--- config.mk ---
export PLATFORM = sky130hd
export DESIGN_NAME = decode_queue_flat
export DESIGN_NICKNAME = d
export VERILOG_FILES = /design/src/rtl/types_pkg.sv /design/src/rtl/decode_queue_if.sv /design/src/rtl/decode_queue_decode.sv /design/src/rtl/decode_queue.sv /design/src/flat_wrapper.sv
export SDC_FILE = /design/constraint.sdc
export NUM_CORES = 1
export LEC_CHECK = 0
export BUFFER_PORTS_ARGS = -buffer_cell sky130_fd_sc_hd__buf_2
export CORE_MARGIN = 2
export CORE_UTILIZATION = 52
export CTS_CLUSTER_SIZE = 14
export DETAILED_ROUTE_END_ITERATION = 10
export PLACE_DENSITY = 0.75
export SLEW_MARGIN = 20
export SYNTH_ARGS = -nofsm -noshare
export SYNTH_HDL_FRONTEND = slang
export SYNTH_SLANG_ARGS = --single-unit
--- constraint.sdc ---
create_clock -name clk -period 3.5 [get_ports clk]
set_input_delay 0.7 -clock clk [delete_from_list [all_inputs] [get_ports clk]]
set_output_delay 0.7 -clock clk [all_outputs]
set_load 0.05 [all_outputs]
--- src/rtl/types_pkg.sv ---
// -----------------------------------------------------------------------------
// types_pkg -- shared front-end types.
//   decode_data : one decoded instruction (pc, register indices, immediate,
//                 ALU operation class, raw opcode, functional unit).
//   fu_t        : functional-unit encoding.
//   DECODE_Q_DEPTH : default depth of the decode queue.
// Also holds the RV32 opcode and ALUOp constants used by decode.
// -----------------------------------------------------------------------------
package types_pkg;

  localparam int DECODE_Q_DEPTH = 4;

  typedef enum logic [1:0] {
    FU_ALU = 2'd0,
    FU_MEM = 2'd1,
    FU_BR  = 2'd2
  } fu_t;

  // RV32I major opcodes
  localparam logic [6:0] OPC_OP     = 7'b0110011;
  localparam logic [6:0] OPC_LOAD   = 7'b0000011;
  localparam logic [6:0] OPC_STORE  = 7'b0100011;
  localparam logic [6:0] OPC_OPIMM  = 7'b0010011;
  localparam logic [6:0] OPC_LUI    = 7'b0110111;
  localparam logic [6:0] OPC_AUIPC  = 7'b0010111;
  localparam logic [6:0] OPC_BRANCH = 7'b1100011;
  localparam logic [6:0] OPC_JAL    = 7'b1101111;
  localparam logic [6:0] OPC_JALR   = 7'b1100111;

  // ALU operation class
  localparam logic [2:0] ALUOP_R     = 3'b000;
  localparam logic [2:0] ALUOP_LOAD  = 3'b001;
  localparam logic [2:0] ALUOP_STORE = 3'b010;
  localparam logic [2:0] ALUOP_IMM   = 3'b011;
  localparam logic [2:0] ALUOP_LUI   = 3'b100;
  localparam logic [2:0] ALUOP_AUIPC = 3'b101;
  localparam logic [2:0] ALUOP_BR    = 3'b110;
  localparam logic [2:0] ALUOP_JUMP  = 3'b111;

  typedef struct packed {
    logic [31:0] pc;
    logic [4:0]  rs1;
    logic [4:0]  rs2;
    logic [4:0]  rd;
    logic [31:0] imm;
    logic [2:0]  ALUOp;
    logic [6:0]  Opcode;
    fu_t         fu;
  } decode_data;

  function automatic logic [31:0] sext12(input logic [11:0] v);
    return {{20{v[11]}}, v};
  endfunction

endpackage

--- src/rtl/decode_queue_if.sv ---
// -----------------------------------------------------------------------------
// decode_queue_if -- handshake bundle between fetch, decode_queue and rename.
//   instr/pc_in/valid_in/ready_in : upstream valid/ready enqueue side
//   flush                         : synchronous discard of all entries
//   valid_out/ready_out/data_out  : downstream valid/ready dequeue side
//   count                         : queue occupancy
// modport slave  : the queue
// modport master : the environment driving it
// -----------------------------------------------------------------------------
interface decode_queue_if #(
  parameter int DEPTH = types_pkg::DECODE_Q_DEPTH
);
  import types_pkg::*;

  logic [31:0]                  instr;
  logic [31:0]                  pc_in;
  logic                         valid_in;
  logic                         ready_in;
  logic                         flush;
  logic                         valid_out;
  logic                         ready_out;
  decode_data                   data_out;
  logic [$clog2(DEPTH+1)-1:0]   count;

  modport slave (
    input  instr, pc_in, valid_in, flush, ready_out,
    output ready_in, valid_out, data_out, count
  );

  modport master (
    output instr, pc_in, valid_in, flush, ready_out,
    input  ready_in, valid_out, data_out, count
  );

endinterface

--- src/rtl/decode_queue_decode.sv ---
// -----------------------------------------------------------------------------
// decode -- combinational RV32 decode stage.
//   instr, pc_in   : raw instruction and its PC
//   valid_in       : passed straight to valid_out
//   ready_out      : passed straight to ready_in
//   data_out       : decoded fields (decode_data)
// Immediates are fully sign-extended per instruction format; R-type and
// unknown opcodes give imm 0.
// -----------------------------------------------------------------------------
module decode
  import types_pkg::*;
(
  input  logic [31:0] instr,
  input  logic [31:0] pc_in,
  input  logic        valid_in,
  output logic        ready_in,
  output logic        valid_out,
  input  logic        ready_out,
  output decode_data  data_out
);

  assign valid_out = valid_in;
  assign ready_in  = ready_out;

  always_comb begin
    data_out        = '0;
    data_out.pc     = pc_in;
    data_out.rs1    = instr[19:15];
    data_out.rs2    = instr[24:20];
    data_out.rd     = instr[11:7];
    data_out.Opcode = instr[6:0];
    data_out.ALUOp  = ALUOP_R;
    data_out.fu     = FU_ALU;
    data_out.imm    = '0;
    case (instr[6:0])
      OPC_OP: data_out.ALUOp = ALUOP_R;
      OPC_OPIMM: begin
        data_out.ALUOp = ALUOP_IMM;
        data_out.imm   = sext12(instr[31:20]);
      end
      OPC_LOAD: begin
        data_out.ALUOp = ALUOP_LOAD;
        data_out.fu    = FU_MEM;
        data_out.imm   = sext12(instr[31:20]);
      end
      OPC_STORE: begin
        data_out.ALUOp = ALUOP_STORE;
        data_out.fu    = FU_MEM;
        data_out.imm   = sext12({instr[31:25], instr[11:7]});
      end
      OPC_LUI: begin
        data_out.ALUOp = ALUOP_LUI;
        data_out.imm   = {instr[31:12], 12'b0};
      end
      OPC_AUIPC: begin
        data_out.ALUOp = ALUOP_AUIPC;
        data_out.imm   = {instr[31:12], 12'b0};
      end
      OPC_BRANCH: begin
        data_out.ALUOp = ALUOP_BR;
        data_out.fu    = FU_BR;
        data_out.imm   = {{19{instr[31]}}, instr[31], instr[7], instr[30:25],
                          instr[11:8], 1'b0};
      end
      OPC_JAL: begin
        data_out.ALUOp = ALUOP_JUMP;
        data_out.fu    = FU_BR;
        data_out.imm   = {{11{instr[31]}}, instr[31], instr[19:12], instr[20],
                          instr[30:21], 1'b0};
      end
      OPC_JALR: begin
        data_out.ALUOp = ALUOP_JUMP;
        data_out.fu    = FU_BR;
        data_out.imm   = sext12(instr[31:20]);
      end
      default: ;
    endcase
  end

endmodule

--- src/rtl/decode_queue.sv ---
// -----------------------------------------------------------------------------
// decode_queue -- registered decode stage with a DEPTH-entry circular queue.
//   clk    : rising-edge clock
//   reset  : synchronous, active-high
//   bus    : decode_queue_if.slave (enqueue handshake, dequeue handshake,
//            flush, occupancy count)
// Instructions are decoded on the way in and the decode_data result is
// stored; the head entry is presented on data_out.
// Optional feature macro DECODE_QUEUE_BYPASS_EN: when the queue is empty an
// incoming instruction is presented on data_out in the same cycle, and is not
// stored if downstream takes it immediately.
// -----------------------------------------------------------------------------
module decode_queue
  import types_pkg::*;
#(
  parameter int DEPTH = DECODE_Q_DEPTH
) (
  input  logic          clk,
  input  logic          reset,
  decode_queue_if.slave bus
);

  localparam int CNT_W = $clog2(DEPTH + 1);
  localparam int PTR_W = $clog2(DEPTH);

  decode_data           mem_q [DEPTH];
  logic [PTR_W-1:0]     head_q, head_d;
  logic [PTR_W-1:0]     tail_q, tail_d;
  logic [CNT_W-1:0]     count_q, count_d;

  decode_data           dec;
  logic                 dec_vld, dec_rdy;
  logic                 unused_dec;
  logic                 empty, full, byp, enq, deq;

  decode u_decode (
    .instr     (bus.instr),
    .pc_in     (bus.pc_in),
    .valid_in  (bus.valid_in),
    .ready_in  (dec_rdy),
    .valid_out (dec_vld),
    .ready_out (1'b1),
    .data_out  (dec)
  );

  // decode's own handshake is meaningless here; the queue owns flow control
  assign unused_dec = dec_vld ^ dec_rdy;

  assign empty = (count_q == '0);
  assign full  = (count_q == CNT_W'(DEPTH));

  // Depends only on registered state (and reset), never on ready_out, so a
  // full queue refuses even when a dequeue happens in the same cycle.
  assign bus.ready_in = !full && !reset;

`ifdef DECODE_QUEUE_BYPASS_EN
  assign byp = empty && bus.valid_in && !bus.flush;
`else
  assign byp = 1'b0;
`endif

  assign bus.valid_out = !empty || byp;
  assign bus.data_out  = byp ? dec : mem_q[head_q];
  assign bus.count     = count_q;

  // A bypassed entry taken by downstream in the same cycle is never stored.
  assign enq = bus.valid_in && bus.ready_in && !(byp && bus.ready_out);
  assign deq = !empty && bus.ready_out;

  always_comb begin
    head_d  = head_q;
    tail_d  = tail_q;
    count_d = count_q;
    if (bus.flush) begin
      head_d  = '0;
      tail_d  = '0;
      count_d = '0;
    end else begin
      if (enq) tail_d = tail_q + PTR_W'(1);
      if (deq) head_d = head_q + PTR_W'(1);
      case ({enq, deq})
        2'b10:   count_d = count_q + CNT_W'(1);
        2'b01:   count_d = count_q - CNT_W'(1);
        default: count_d = count_q;
      endcase
    end
  end

  always_ff @(posedge clk) begin
    if (reset) begin
      head_q  <= '0;
      tail_q  <= '0;
      count_q <= '0;
    end else begin
      head_q  <= head_d;
      tail_q  <= tail_d;
      count_q <= count_d;
    end
  end

  // Storage is never cleared; it is only read while count is non-zero.
  always_ff @(posedge clk) begin
    if (!reset && !bus.flush && enq) mem_q[tail_q] <= dec;
  end

endmodule

--- src/flat_wrapper.sv ---
// flat-port wrapper written by rule: the top's interface ports become plain ports
module decode_queue_flat import types_pkg::*;
#(
  parameter int DEPTH = DECODE_Q_DEPTH
)
  (clk, reset, bus_instr, bus_pc_in, bus_valid_in, bus_flush, bus_ready_out, bus_ready_in, bus_valid_out, bus_data_out, bus_count);
  decode_queue_if #(.DEPTH(DEPTH)) bus_i ();
  input  logic clk;
  input  logic reset;
  input wire logic [$bits(bus_i.instr)-1:0] bus_instr;
  input wire logic [$bits(bus_i.pc_in)-1:0] bus_pc_in;
  input wire logic [$bits(bus_i.valid_in)-1:0] bus_valid_in;
  input wire logic [$bits(bus_i.flush)-1:0] bus_flush;
  input wire logic [$bits(bus_i.ready_out)-1:0] bus_ready_out;
  output wire logic [$bits(bus_i.ready_in)-1:0] bus_ready_in;
  output wire logic [$bits(bus_i.valid_out)-1:0] bus_valid_out;
  output wire logic [$bits(bus_i.data_out)-1:0] bus_data_out;
  output wire logic [$bits(bus_i.count)-1:0] bus_count;
  assign bus_i.instr = bus_instr;
  assign bus_i.pc_in = bus_pc_in;
  assign bus_i.valid_in = bus_valid_in;
  assign bus_i.flush = bus_flush;
  assign bus_i.ready_out = bus_ready_out;
  assign bus_ready_in = bus_i.ready_in;
  assign bus_valid_out = bus_i.valid_out;
  assign bus_data_out = bus_i.data_out;
  assign bus_count = bus_i.count;
  decode_queue #(.DEPTH(DEPTH)) u_core (.clk(clk), .reset(reset), .bus(bus_i));
endmodule
-- Word level (Yosys, flattened, before mapping)
Memories as Yosys holds them, arrays and structs flattened. A register that Yosys moved wholly into a read port is not among the register bits.
Cells that the tools add are included.
- eq/ne operators: 11
- reduce and logical (&&, ||, !) cells: 17
- add/sub/neg operators: 4
- muxes and demuxes: 8
- operators with widths (cell ; count):
    one-hot mux 32 bit (5 select lines) ; 1
    equality test 7 bit (second input constant) ; 3
    one-hot mux 3 bit (7 select lines) ; 1
    equality test 7 x 5 -> 1 bit (second input constant) ; 2
    equality test 7 x 6 -> 1 bit (second input constant) ; 2
    OR reduction 2 bit ; 4
    equality test 7 x 2 -> 1 bit (second input constant) ; 1
    one-hot mux 3 bit (2 select lines) ; 1
    OR reduction 3 bit ; 2
    logical AND 1 bit ; 5
    adder 2 x 1 -> 2 bit (second input constant) ; 2
    logical NOT 1 bit ; 4
    2-to-1 mux 2 bit ; 2
    one-hot mux 2 bit (2 select lines) ; 1
    adder 3 x 1 -> 3 bit (second input constant) ; 1
    equality test 3 bit (second input constant) ; 1
    logical NOT 3 bit ; 1
    subtractor 3 x 1 -> 3 bit (second input constant) ; 1
    equality test 2 x 1 -> 1 bit (second input constant) ; 1
    equality test 2 bit (second input constant) ; 1
    2-to-1 mux 1 bit ; 2
    nonzero test 2 bit ; 1
- logic and storage cells: 44
- bits of input ports: 69
- memories: 1
- RAM bits: 364
- output and inout bits: 96
- register bits after elaboration: 7
- memories (memory ; words ; width ; read ports ; clocked after memory_dff ; wr ports ; line ; RTL):
    u_core.mem_q ; 4 ; 91 ; 1 ; 1 ; 1 ; decode_queue.sv:26 ; decode_data mem_q [DEPTH];

-- Longest topological paths before layout
Gate-level depths: netlist of the first run.
- depth in word-level cells: 7
- depth in mapped cells: 9
- gate-level depth less buffers: 9

-- Hierarchy
A second synthesis of the first run with hierarchy kept.
- cell total of the unflattened synthesis: 678
- area, all modules: 14727.9 µm²
- modules (own cells, without submodules) (module ; cells an instance ; times used ; area an instance (µm²) ; sequential area each (µm²)):
    decode_queue ; 529 ; 1 ; 13713.2 ; 11110.7
    decode ; 149 ; 1 ; 1014.7 ; 0.0

-- Worst setup path before layout of the first run
Ideal clock, no wire load.
- kind: flip-flop to flip-flop
- start point: reg u_core.count_q[0] (netlist: u_core.bus.count[0])
- end point: mem u_core.mem_q[0][0] (netlist bit) (enable)
- setup time: 0.460 ns
- stages on the path, launching flop included: 6
- arrival time: 3.475 ns
- clock period less this slack: 3.935 ns
- path buffers: 0
- required time: 3.040 ns
- setup slack: -0.435 ns
- path through: dfxtp_1 nor3b_1 nor3b_2 inv_1 nor2_1 and2_1
- longest elaborated chain between the ends: 7
- ends and longest elaborated chain (what ; line ; RTL):
    start: declaration ; decode_queue.sv:29 ; logic [CNT_W-1:0] count_q, count_d;
    start signal: assignment ; decode_queue.sv:97 ; count_q <= count_d;
    equality test 3 bit ; decode_queue.sv:50 ; assign full = (count_q == CNT_W'(DEPTH));
    logical NOT 1 bit ; decode_queue.sv:54 ; assign bus.ready_in = !full && !reset;
    logical AND 1 bit ; decode_queue.sv:54 ;
    logical AND 1 bit ; decode_queue.sv:67 ; assign enq = bus.valid_in && bus.ready_in && !(byp && bus.ready_out);
    logical AND 1 bit ; decode_queue.sv:103 ; if (!reset && !bus.flush && enq) mem_q[tail_q] <= dec;
    2-to-1 mux 1 bit ; decode_queue.sv:103 ;
    2-to-1 mux 1 bit (implied by the code) ; decode_queue.sv:103 ;
    end: declaration ; decode_queue.sv:26 ;
No other way between the ends.

==> impl_metrics.tcl, run 1 <==
set metrics [dict create \
    status "finished clean" \
    fin_nets 888 \
    clk_latency_ns 0.52 \
    setup_slack_ns 0.449 \
    synth_area_leaders "edfxtp_1 77%, mux4_2 15%, dfxtp_1 1.3%, a21o_1 0.58%, and2_1 0.53%" \
    clock_skew_ns 0.0205 \
    route.detailed.drc 0 \
    syn2layout_area_growth_pct 17.6 \
    syn_area_sq_um 14100 \
    gp_congestion 0.752 \
    start_util_pct 52.7 \
    viasPerCell 5.89 \
    arrival_ns 2.35 \
    yosysTopAreaCellShare_pct 77.4 \
    synth_seq_cells 373 \
    dpl.hpwl_mm 17.9 \
    drtIter0Drc 869 \
    synthXorXnorAreaFrac_pct 0.310 \
    syn-instance-count 620 \
    whs_ns 0.406 \
    worstSetupEndpointType "output pin" \
    yosys_warnings 0 \
    post-route-period-util_pct 87.2 \
    hp-class "in -> reg" \
    fp.dieW_microns 169 \
    cts_resized 0 \
    slew_viol_final 0 \
    syn_area_per_cell_sq_um 22.8 \
    r2r_cells 6 \
    tns_ns 0 \
    fmax_mhz 328 \
    start_kind "register" \
    tightest_slew_ns 1.03 \
    h-tree-depth 2 \
    grt_pass1_wl_mm 42.7 \
    p_leak_uw 0.00520 \
    layout_common_cells "364 x edfxtp_1, 164 x buf_2, 91 x mux4_2, 39 x clkbuf_16, 14 x nor2_1" \
    layout_commonest_cell "edfxtp_1" \
    power_density_nw_per_um2 547 \
    synth_top_family_by_area "multiplexers" \
    period_needed_ns 3.05 \
    routed_wl_mm 28.2 \
    antenna_found_initial 3 \
    async_flop_share_pct 0 \
    drive_gt1_share_pct 39.6 \
    synth_enable_flop_cells 364 \
    cts_tree "yes" \
    die-area_sq_um 28500 \
    vias 6937 \
    synth-compound-area-share_pct 2.14 \
    path_clk_slew_ns 0.06 \
    yosys.area_share.simple_pct 2.32 \
    place_ws_ns 0.794 \
    finalHoldViolCount 0 \
    io_pins 165 \
    postCtsSetupBuffers 0 \
    grt_pass1_vias 7262 \
    rsz0062_at_grt "false" \
    synthMuxAreaShare_pct 14.6 \
    holdPathStages 1 \
    globalRouteOverflowTotal 0 \
    clockRootBuffer "clkbuf_16" \
    final_antenna_net_count 0 \
    synth_fa_ha_area_share_pct 0.585 \
    cts_hold_buf 0 \
    ir_worst_vdd_mv 0.319 \
    synth_cell_type_count 41 \
    cap_violations 0 \
    path_class "reg -> out" \
    synth-main-ff-cell "edfxtp_1" \
    yosysSeqAreaShare_pct 78.7 \
    drt-pass1-iter-count 5 \
    cts.sinks 373 \
    cts_buffers 37 \
    n_fill_cell 1793 \
    yosys.area.top_type "edfxtp_1" \
    fp.dieH_microns 169 \
    io_buffers 164 \
    setup_viol 0 \
    num_rows 60 \
    grt_usage_pct 20.0 \
    seq_area_sq_um 11100 \
    crit_fanout 53 \
    wire_per_inst_microns 23.9 \
    required_ns 2.80 \
    multi_input_area_sq_um 2830 \
    slew_headroom_pct 31.1 \
    grt_max_degree 54 \
    synth_nets 695 \
    clock_path_buffers 3 \
    coreArea_sq_um 26800 \
]
==> where the power goes <==
group	internal (uW)	switching, uW	leakage, uW	total (uW)
logic	131	324	0.00151	455
clock network	2160	1520	0.000548	3680
registers	4930	15.4	0.00314	4950
total	7220	1860	0.00520	9090
==> metrics by stage <==
stage / power, uW / cell area, sq um / std cells / util, %
after floorplan: 5330 / 14100 / 620 / -
after global placement: 5480 / 15500 / 1115 / 57.8
after detailed placement: 5500 / 15500 / 1115 / 57.8
after CTS: 9160 / 16600 / 1176 / 62.0
after global routing: 9350 / 16600 / 1176 / 62.0
final: 9090 / 16600 / 1178 / 62.0
==> final timing paths <==
| check | startpoint | to | slack, ns |
|---|---|---|---|
| worst min register to register | u_core.tail_q[1] | u_core.tail_q[1] | 0.51 |
| worst max register to register | u_core.bus.count[0] | u_core.mem_q[1][0] | 1.07 |
| worst max-delay path | register | bus_data_out[57] | 0.45 |
| worst min-delay path | bus_pc_in[2] | u_core.mem_q[2][61] | 0.41 |
==> synth_stat cells (2+ instances only) <==
cell type,count
or3_1,2
a21oi_1,13
edfxtp_1,364
dfxtp_1,9
ha_1,5
inv_1,8
a22o_1,4
xor2_1,3
xnor2_1,2
clkbuf_1,3
buf_4,10
nor4_1,2
nor2_1,14
a21o_1,11
buf_1,9
and2_1,12
mux4_2,91
buf_2,5
nand3_1,10
o21ai_0,11
nand4b_1,2
nand2_1,11
==> cell families (layout without fill, tap and decap cells) <==
| logic type | after synthesis | count (layout) |
|---|---|---|
| XOR/XNOR | 5 | 5 |
| other | 0 | 2 |
| flip-flops | 373 | 373 |
| multiplexers | 92 | 92 |
| AO/OA/AOI/OAI | 46 | 46 |
| buffers and inverters | 37 | 252 |
| AND/OR/NAND/NOR | 61 | 61 |
| adder cells (fa/ha/maj) | 6 | 6 |
==> sequential cells by signal (all words and copies together) (netlist names), named ones only <==
name              cells
u_core.bus.count      3
u_core.head_q         2
u_core.tail_q         2
u_core.mem_q        364
==> layer usage <==
layer / vias up / wire length (microns) / track usage, %
li1: 2987 / - / -
met1: 3587 / 11500 / 27.6
met2: 314 / 13900 / 32.3
met3: 47 / 2270 / 5.40
met4: 2 / 472 / 4.91
met5: - / 11 / 0
==> worst max-delay path, stage by stage, from the launching register on <==
cell and delay (ns):
dfxtp_4 0.53, buf_12 0.41, mux4_2 0.60, buf_2 0.23
==> layout make-up <==
cell class                 count  share of cell area (%)
antenna                        2                  0.0301
multi-input combinational    210                    17.1
clock buffer                  45                    6.01
tap                          341                    2.57
clock inverter                16                   0.731
inverter                       8                   0.181
sequential                   373                    66.9
timing repair buffer         183                    6.48
No activity file was read; power rests on OpenSTA's default activity.
==> inputs of run 2 (changes only) <==
--- a/config.mk
+++ b/config.mk
@@ -6,11 +6,13 @@
 export NUM_CORES = 1
 export LEC_CHECK = 0
 export BUFFER_PORTS_ARGS = -buffer_cell sky130_fd_sc_hd__buf_2
+export CAP_MARGIN = 20
 export CORE_MARGIN = 2
 export CORE_UTILIZATION = 52
 export CTS_CLUSTER_SIZE = 14
 export DETAILED_ROUTE_END_ITERATION = 10
 export PLACE_DENSITY = 0.75
+export RECOVER_POWER = 25
 export SLEW_MARGIN = 20
 export SYNTH_ARGS = -nofsm -noshare
 export SYNTH_HDL_FRONTEND = slang
==> run 2 against run 1 <==
Effect of this change: power hardly changed; routed wire length down 0.28%; clock skew shrank 0.0038 ns.
==> impl_metrics.tcl, run 2 (synthesis gave the netlist of run 1 again) <==
set metrics [dict create \
    use_met2_pct 32.3 \
    drtIter0Drc 886 \
    whs_ns 0.463 \
    grtUsageMet3_pct 5.40 \
    fp.dieH_microns 169 \
    viasPerCell 5.87 \
    grt_pass1_wl_mm 42.7 \
    wire_per_inst_microns 23.8 \
    num_rows 60 \
    start_util_pct 52.7 \
    power_frac_clock_pct 40.6 \
    coreArea_sq_um 26800 \
    io_buffers 164 \
    top_register "u_core.mem_q" \
    drt-pass1-iter-count 5 \
    cap_violations 0 \
    power_density_nw_per_um2 549 \
    layout_commonest_cell "edfxtp_1" \
    slew_viol_final 0 \
    post-route-period-util_pct 87.0 \
    drive_gt1_share_pct 33.4 \
    route.detailed.drc 0 \
    fin_nets 888 \
    gp_congestion 0.752 \
    largest_reg_flops 364 \
    final_antenna_net_count 0 \
    crit_buf_inv 2 \
    slowest_stage "mux4_2" \
    rsz0062_at_grt "false" \
    arrival_ns 2.35 \
    slew_headroom_pct 29.6 \
    hp-class "in -> reg" \
    h-tree-depth 2 \
    cp_top_family "buffers and inverters" \
    io_pins 165 \
    globalRouteOverflowTotal 0 \
    status "finished clean" \
    tns_ns 0 \
    start_kind "register" \
    path_clk_slew_ns 0.06 \
    period_needed_ns 3.05 \
    cts.sinks 373 \
    r2r_slack_ns 1.07 \
    swShare_pct 20.5 \
    n_fill_cell 1825 \
    cts_hold_buf 0 \
    gr-max-usage-layer "met2" \
    grt_max_degree 54 \
    setup_viol 0 \
    critical_path.cell_chain "buf_12 > mux4_2 > buf_2" \
    path_class "reg -> out" \
    pwr-share-seq_pct 54.5 \
    grt_usage_pct 20.0 \
    grtUsageMet1_pct 27.6 \
    postCtsSetupBuffers 0 \
    clock_skew_ns 0.0167 \
    fp.dieW_microns 169 \
    crit_fanout 53 \
    cts_tree "yes" \
    die-area_sq_um 28500 \
    cts_resized 0 \
    layout_common_cells "364 x edfxtp_1, 112 x buf_2, 91 x mux4_2, 58 x clkbuf_1, 39 x clkbuf_16" \
    clockRootBuffer "clkbuf_16" \
    power_switching_uw 1860 \
    worstSetupEndpointType "output pin" \
    max_stage_delay_ns 0.60 \
    routed_wl_mm 28.1 \
    clock_path_buffers 3 \
    syn2layout_area_growth_pct 17.2 \
    grt_pass1_vias 7262 \
    finalHoldViolCount 0 \
    required_ns 2.80 \
    cts_buffers 37 \
    antenna_found_initial 2 \
    tightest_slew_ns 1.06 \
    clk_latency_ns 0.51 \
    p_int_uw 7210 \
    p_leak_uw 0.00505 \
    vias 6911 \
    fmax_mhz 328 \
    ir_worst_vdd_mv 0.318 \
    power_frac_comb_pct 4.9 \
    dpl.hpwl_mm 17.9 \
]
==> run 2: changes by cell type in the layout (fill, tap and decap cells not counted), sizes merged <==
cell | before | now
buf | 183 | 131
clkbuf | 45 | 97
==> run 2: per-stage QoR <==
stage | total power [uW] | worst slack [ns] | util (%) | area [sq um] | cells
after floorplan | 5330 | 0.574 | - | 14100 | 620
after global placement | 5480 | 0.885 | 57.8 | 15500 | 1115
after detailed placement | 5500 | 0.794 | 57.8 | 15500 | 1115
after CTS | 9160 | 0.377 | 62.0 | 16600 | 1176
after global routing | 9340 | 0.298 | 61.7 | 16500 | 1176
final | 9080 | 0.454 | 61.7 | 16500 | 1178
==> run 2: layout make-up <==
type                       count  area (sq um)  area share (%)
antenna                        2          5.00          0.0303
clock buffer                  45           998            6.04
clock inverter                16           121           0.734
inverter                       8          30.0           0.182
multi-input combinational    210          2830            17.1
sequential                   373         11100            67.2
tap                          341           427            2.58
timing repair buffer         183          1010            6.11
==> run 2: final timing paths <==
kind / start / end / depth (start not counted)
setup reg to reg: u_core.bus.count[0] / u_core.mem_q[1][0] / 6
hold / removal: bus_pc_in[2] / u_core.mem_q[2][61] / 1
hold reg to reg: u_core.tail_q[1] / u_core.tail_q[1] / 2
setup / recovery: register / bus_data_out[57] / 3
==> run 2: power by group through the flow <==
stage | sequential (uW) | combinational, uW | clock, uW
after floorplan | 5040 | 292 | 0
after global placement | 5040 | 442 | 0
after detailed placement | 5040 | 455 | 0
after CTS | 4950 | 457 | 3750
after global routing | 4950 | 472 | 3920
final | 4950 | 446 | 3680
==> run 2: routing by layer <==
| layer | share of wire, % | wire (microns) |
|---|---|---|
| met1 | 41 | 11600 |
| met2 | 49 | 13800 |
| met3 | 8.1 | 2280 |
| met4 | 1.6 | 451 |
| met5 | 0 | 0 |
==> inputs of run 3 (changes only) <==
--- a/config.mk
+++ b/config.mk
@@ -5,13 +5,13 @@
 export SDC_FILE = /design/constraint.sdc
 export NUM_CORES = 1
 export LEC_CHECK = 0
-export BUFFER_PORTS_ARGS = -buffer_cell sky130_fd_sc_hd__buf_2
 export CAP_MARGIN = 20
 export CORE_MARGIN = 2
-export CORE_UTILIZATION = 52
+export CORE_UTILIZATION = 50
 export CTS_CLUSTER_SIZE = 14
 export DETAILED_ROUTE_END_ITERATION = 10
-export PLACE_DENSITY = 0.75
+export DONT_BUFFER_PORTS = 1
+export PLACE_DENSITY = 0.68
 export RECOVER_POWER = 25
 export SLEW_MARGIN = 20
 export SYNTH_ARGS = -nofsm -noshare
==> run 3 against run 2 <==
Effect of this change: fmax up 5.6%; sequential share of layout area grew 2.5 points; clock-buffer cell count increased by 5; combinational power decreased by 25%; die area is 3.9% higher; non-clock buffer count decreased by 166; worst hold slack lost 0.19 ns; clock skew shrank 0.0039 ns; critical endpoint is now bus_data_out[78].
==> impl_metrics.tcl, run 3 (synthesis gave the netlist of run 1 again) <==
set metrics [dict create \
    required_ns 2.80 \
    finalHoldViolCount 0 \
    final_antenna_net_count 0 \
    n_fill_cell 2020 \
    vias 6206 \
    cts_resized 0 \
    largest_reg_flops 364 \
    layout_common_cells "364 x edfxtp_1, 91 x mux4_2, 40 x clkbuf_16, 14 x nor2_1, 13 x a21oi_1" \
    place_inst 986 \
    r2r_slack_ns 0.85 \
    clk_latency_ns 0.52 \
    drive_gt1_share_pct 26.3 \
    slew_viol_final 0 \
    coreArea_sq_um 27800 \
    seq_area_sq_um 11100 \
    hp-class "in -> reg" \
    drt-pass1-iter-count 5 \
    multi_input_area_sq_um 2830 \
    fp.dieH_microns 172 \
    power_density_nw_per_um2 583 \
    cts_tree "yes" \
    p_leak_uw 0.00465 \
    routed_wl_mm 26.5 \
    route.detailed.drc 0 \
    globalRouteOverflowTotal 0 \
    io_buffers 0 \
    start_util_pct 50.8 \
    path_clk_slew_ns 0.06 \
    postCtsSetupBuffers 0 \
    rsz0062_at_grt "false" \
    drtIter0Drc 551 \
    h-tree-depth 2 \
    fin_nets 724 \
    post-route-period-util_pct 82.4 \
    ir_worst_vdd_mv 0.354 \
    layout_commonest_cell "edfxtp_1" \
    instances_no_fill 1056 \
    wire_per_inst_microns 25.1 \
    path_class "reg -> out" \
    cts_buffers 39 \
    io_pins 165 \
    gp_congestion 0.740 \
    cap_violations 0 \
    setup_viol 0 \
    die-area_sq_um 29600 \
    syn2layout_area_growth_pct 13.0 \
    grt_usage_pct 18.1 \
    arrival_ns 2.18 \
    fp.dieW_microns 172 \
    num_rows 61 \
    clock_skew_ns 0.0128 \
    antenna_found_initial 0 \
    period_needed_ns 2.88 \
    tightest_slew_ns 0.879 \
    grt_pass1_vias 6509 \
    top_register "u_core.mem_q" \
    cts_hold_buf 0 \
    start_kind "register" \
    clock_path_buffers 3 \
    tns_ns 0 \
    grt_max_degree 92 \
    antenna_cells 0 \
    worstSetupEndpointType "output pin" \
    fmax_mhz 347 \
    clockRootBuffer "clkbuf_16" \
    slew_headroom_pct 41.2 \
    crit_fanout 43 \
    dpl.hpwl_mm 16.0 \
    viasPerCell 5.88 \
    status "finished clean" \
    cts.sinks 373 \
    grt_pass1_wl_mm 39.4 \
]
run 3: routing by layer:
layer  routed length, microns  GRT usage [%]  share of wire (%)  up-vias
met5                        0              0                  0        -
met4                      601           4.86                2.3        0
met3                     2750           7.23                 10       52
met2                    12900           28.9                 49      248
met1                    10300           23.2                 39     3239
li1                         -              -                  -     2667
run 3: final cells by class:
cell class,count,share of cell area [%]
Clock inverter,20,1.37
Multi-Input combinational cell,210,17.8
Inverter,8,0.188
Clock buffer,50,6.57
Timing Repair Buffer,17,1.43
Sequential cell,373,69.7
Tap cell,378,2.97
run 3: critical path: stages, from the launching register on:
cell     delay (ns)
dfxtp_4        0.53
buf_12         0.35
mux4_2         0.73
run 3: power breakdown:
part,internal [uW],switching (uW)
Combinational,78.4,254
Clock,2420,1590
Sequential,4930,13.0
run 3: final timing paths:
path / start / endpoint / cells after the start
worst max-delay path: register / bus_data_out[78] / 2
worst min-delay path: bus_instr[17] / u_core.mem_q[2][56] / 0
worst max register to register: u_core.bus.count[2] / u_core.mem_q[3][63] / 6
worst min register to register: u_core.tail_q[1] / u_core.tail_q[1] / 2
run 3: through the flow:
step,setup slack (ns),hold WS [ns],total power (uW),utilization [%],instance area (sq um)
2_1_floorplan,0.574,0.469,5330,-,14100
3_3_place_gp,0.900,0.486,5370,52.8,14700
3_5_place_dp,0.822,0.508,5380,52.8,14700
4_1_cts,0.548,0.256,9380,57.4,15900
5_1_grt,0.481,0.253,9570,57.4,15900
6_report,0.617,0.275,9290,57.4,15900
